**src/rtl/exc_redirect_ctrl.sv**
```systemverilog
`default_nettype none
// ============================================================================
// Module   : exc_redirect_ctrl
// Brief    : WB-to-pre-IF flush/redirect sequencer (exception, ERET, refetch)
// Revision : 1.0  initial release
// ============================================================================
module exc_redirect_ctrl #(
    parameter logic [31:0] EXC_VEC    = 32'hbfc0_0380,
    parameter logic [31:0] REFILL_VEC = 32'hbfc0_0200,
    parameter int          CNT_W      = 16
) (
    input  logic             clk,
    input  logic             resetn,
    input  logic             ws_exc,
    input  logic             ws_exc_refill,
    input  logic             ws_eret,
    input  logic [31:0]      ws_epc,
    input  logic             ws_refetch,
    input  logic [31:0]      ws_pc,
    input  logic             fs_redirect_rdy,
    output logic             flush,
    output logic             redirect_valid,
    output logic [31:0]      redirect_pc,
    output logic             busy,
    output logic             evt_lost,
    output logic [CNT_W-1:0] redirect_cnt
);

    typedef enum logic [1:0] {
        S_IDLE     = 2'd0,
        S_FLUSH    = 2'd1,
        S_REDIRECT = 2'd2
    } state_t;

    localparam logic [CNT_W-1:0] c_cnt_max = '1;

    state_t           r_state;
    state_t           w_next_state;
    logic [31:0]      r_target;
    logic [31:0]      w_new_target;
    logic             r_evt_lost;
    logic [CNT_W-1:0] r_cnt;
    logic             w_evt;
    logic             w_accept;

    assign w_evt    = ws_exc | ws_eret | ws_refetch;
    assign w_accept = (r_state == S_REDIRECT) && fs_redirect_rdy;

    // Priority: exception over ERET over refetch.
    always_comb begin
        w_new_target = ws_pc + 32'd4;
        if (ws_exc) begin
            w_new_target = ws_exc_refill ? REFILL_VEC : EXC_VEC;
        end else if (ws_eret) begin
            w_new_target = ws_epc;
        end
    end

    always_comb begin
        w_next_state = r_state;
        unique case (r_state)
            S_IDLE:     if (w_evt) w_next_state = S_FLUSH;
            S_FLUSH:    w_next_state = S_REDIRECT;
            S_REDIRECT: if (fs_redirect_rdy) w_next_state = S_IDLE;
            default:    w_next_state = S_IDLE;
        endcase
    end

    always_ff @(posedge clk or negedge resetn) begin
        if (!resetn) begin
            r_state <= S_IDLE;
        end else begin
            r_state <= w_next_state;
        end
    end

    // Target is only captured from IDLE, so an in-flight redirect cannot be disturbed.
    always_ff @(posedge clk or negedge resetn) begin
        if (!resetn) begin
            r_target   <= 32'd0;
            r_evt_lost <= 1'b0;
            r_cnt      <= '0;
        end else begin
            if ((r_state == S_IDLE) && w_evt) begin
                r_target <= w_new_target;
            end
            if ((r_state != S_IDLE) && w_evt) begin
                r_evt_lost <= 1'b1;
            end
            if (w_accept && (r_cnt != c_cnt_max)) begin
                r_cnt <= r_cnt + 1'b1;
            end
        end
    end

    assign flush          = (r_state == S_FLUSH);
    assign redirect_valid = (r_state == S_REDIRECT);
    assign busy           = (r_state != S_IDLE);
    assign redirect_pc    = r_target;
    assign evt_lost       = r_evt_lost;
    assign redirect_cnt   = r_cnt;

endmodule
`default_nettype wire

```
**config.mk**
```make
export PLATFORM = sky130hd
export DESIGN_NAME = exc_redirect_ctrl
export DESIGN_NICKNAME = d
export VERILOG_FILES = /design/src/rtl/exc_redirect_ctrl.sv
export SDC_FILE = /design/constraint.sdc
export NUM_CORES = 1
export LEC_CHECK = 0
export BUFFER_PORTS_ARGS = -buffer_cell sky130_fd_sc_hd__clkbuf_2
export CAP_MARGIN = 20
export CORE_AREA = 2 2 80 82
export CTS_CLUSTER_DIAMETER = 100
export DETAILED_ROUTE_END_ITERATION = 12
export DIE_AREA = 0 0 82 84
export PLACE_DENSITY = 0.85
export RECOVER_POWER = 50
export SYNTH_ARGS = -nofsm -noshare
export SYNTH_HDL_FRONTEND = slang
export SYNTH_SLANG_ARGS = --single-unit
```
**constraint.sdc**
```tcl
create_clock -name clk -period 2.4 [get_ports clk]
set_input_delay 0.48 -clock clk [delete_from_list [all_inputs] [get_ports clk]]
set_output_delay 0.48 -clock clk [all_outputs]
set_load 0.1 [all_outputs]
```
==> reports/qor.csv <==
metric,value,unit
cts_max_level,2,
die_y,84,um
gp_congestion,0.8698,
synth.avg_cell_area,9.563,um^2
drc,0,
grt_max_degree,52,
ys_seq_area_share,45.39,%
rr_worst_depth,6,
drt_wl_total,7486,um
power,4.943,mW
async_reset_ff_share,100.0,%
worst_setup_path_start_kind,flip-flop,
dieArea,6888,um^2
postCtsHoldBufs,0,
synthesis.nets,367,
fin_tns_setup,0,ns
clk_path_buf_depth,2,
clkTransAtPathRegs,0.09,ns
hold_viol,0,
finalSetupViolCount,0,
synth_edf_count,0,
drv_slew,0,
power_density,1377,nW/um^2
critPathMaxStageDelay,0.90,ns
synth_flop_cell,dfrtp_1,
dr.pass1.iters,4,
final_common_cell,clkbuf_2,
path_buf_inv,1,
place.detailed.hpwl,5832,um
worstPathArrival,1.55,ns
clk_latency,0.30,ns
whs_path_depth,3,
slowest_stage,clkbuf_1,
drt_iter0_markers,100,
grtUsageTotal,22.53,%
cts_tree,yes,
synthToLayoutAreaGrowth,27.68,%
finish.net_count,494,
core_area,6096,um^2
required,1.92,ns
yosysWarnings,0,
grt_pass1_vias,2755,
period_share,84.66,%
critPathCaptureType,primary output,
cts.repair.resized,0,
grt_pass1_wl,12260,um
worstMarginPinSlew,1.296,ns
path_cells,clkbuf_1,
worst-path-stages,1,
start_util,46.12,%
cellLeakagePower,1.680,nW
status,finished clean,
synthCells,294,
fillers,560,
wire_per_inst,15.00,um
final_cell_mix,"clkbuf_2, dfrtp_1, nand2_1",
rows,29,
clkSinkCount,51,
worst_ir_drop_vdd,0.9086,mV
max_freq,492.2,MHz
grt_overflow,0,
crit_family,buffers and inverters,
synth_seq_cells,51,
cap_violations,0,
netlist_area,2811,um^2
diodes,0,
antenna_found_initial,0,
root_buffer,clkbuf_8,
dieWidth,82,um
cts_buffers,5,
critical_path_class,reg2out,
vias,2726,
critPathMaxFanout,2,
skew,0.003991,ns
max-slew-margin-rel,13.63,%
postRouteAntennaNets,0,
rsz0062_at_grt,no,
portBuffers,122,
ioPinCount,123,
post_cts_buffers,0,
min_path_type,in2reg,
post_drt_via_cell_ratio,5.463,
synth.distinct_cells,46,
min_period,2.032,ns
layout-drive-gt1-share,30.57,%
[per-layer routing]
metal	GRT usage [%]	routed length [um]
met4	8.333	180
met5	0	0
met3	4.978	433
met1	27.83	3179
met2	37.84	3693
[worst paths after layout]
path	end	startpoint	slack [ns]
worst max-delay path	evt_lost	evt_lost	0.37
worst min-delay path	redirect_pc[15]	ws_epc[15]	0.41
worst max register to register	redirect_pc[13]	r_state[1]	0.59
worst min register to register	evt_lost	evt_lost	0.48
max in group asynchronous	redirect_pc[13]	resetn	1.09
min in group asynchronous	redirect_pc[4]	resetn	0.52
[final cells by class]
cell class | instances | area (um^2) | area share (%)
clock buffers | 5 | 68.82 | 1.917
clock inverters | 3 | 18.77 | 0.5228
inverters | 5 | 18.77 | 0.5228
multi-input cells | 228 | 1468 | 40.89
flip-flops and latches | 51 | 1276 | 35.55
well taps | 77 | 96.34 | 2.684
repair buffers | 130 | 643.1 | 17.92
[power breakdown]
| group | switching, mW | total [mW] | internal (mW) | leakage [nW] |
|---|---|---|---|---|
| logic | 2.65 | 3.12 | 0.477 | 1.00 |
| clock network | 0.297 | 0.503 | 0.206 | 0.0483 |
| registers | 0.185 | 1.32 | 1.13 | 0.631 |
| total | 3.13 | 4.94 | 1.81 | 1.68 |
[kinds of logic after synthesis]
group	count (synthesis)	share of synthesized area [%]
fa+ha+maj	2	0.8899
mux	6	2.181
xor+xnor	40	12.46
simple gates	107	20.52
compound gates	73	16.16
flops	51	45.39
buf+inv	15	2.403
[cell usage after synthesis, types with 2 or more instances]
master    number  share of area [%]
clkbuf_1       4               0.53
o21ai_1        4               0.71
a22oi_1        4                1.1
xor2_1        19                5.9
nand3_1       20                3.6
buf_4          2               0.53
mux2i_1        5                1.8
and3_1         7                1.6
a221oi_1       2               0.62
a32oi_1        3               0.93
o22ai_1       10                2.2
nand2_1       27                3.6
nor2b_1        3               0.67
nor2_1        17                2.3
a31oi_2        2               0.89
nor3_1         5               0.89
dfrtp_1       51                 45
o21ai_0       22                3.9
nand2b_1       2               0.44
inv_1          5               0.67
nand4_1       10                2.2
and4_1         6                1.9
xnor2_1       21                6.5
and2_1         3               0.67
buf_2          3               0.53
ha_1           2               0.89
a21oi_1       16                2.8
[stage by stage]
step | util [%] | std cells | setup WS, ns | hold WS (ns) | area, um^2
floorplan | - | 294 | 0.09551 | 0.1844 | 2811
global placement | 57.90 | 491 | 0.3824 | 0.4636 | 3530
detailed placement | 57.90 | 491 | 0.3251 | 0.4629 | 3530
CTS | 59.34 | 499 | 0.4067 | 0.3058 | 3617
global route | 58.89 | 499 | 0.3168 | 0.4089 | 3590
finish | 58.89 | 499 | 0.3682 | 0.4068 | 3590
[tightest hold or removal path, stage by stage]
cell and delay (ns):
clkbuf_2 0.08, a22oi_1 0.05, o21ai_0 0.07
[sequential cells by signal, indices dropped and copies added (netlist names)]
register	count
redirect_pc	32
redirect_cnt	16
evt_lost	1
r_state	2
Power figures use the tool's default switching activity.
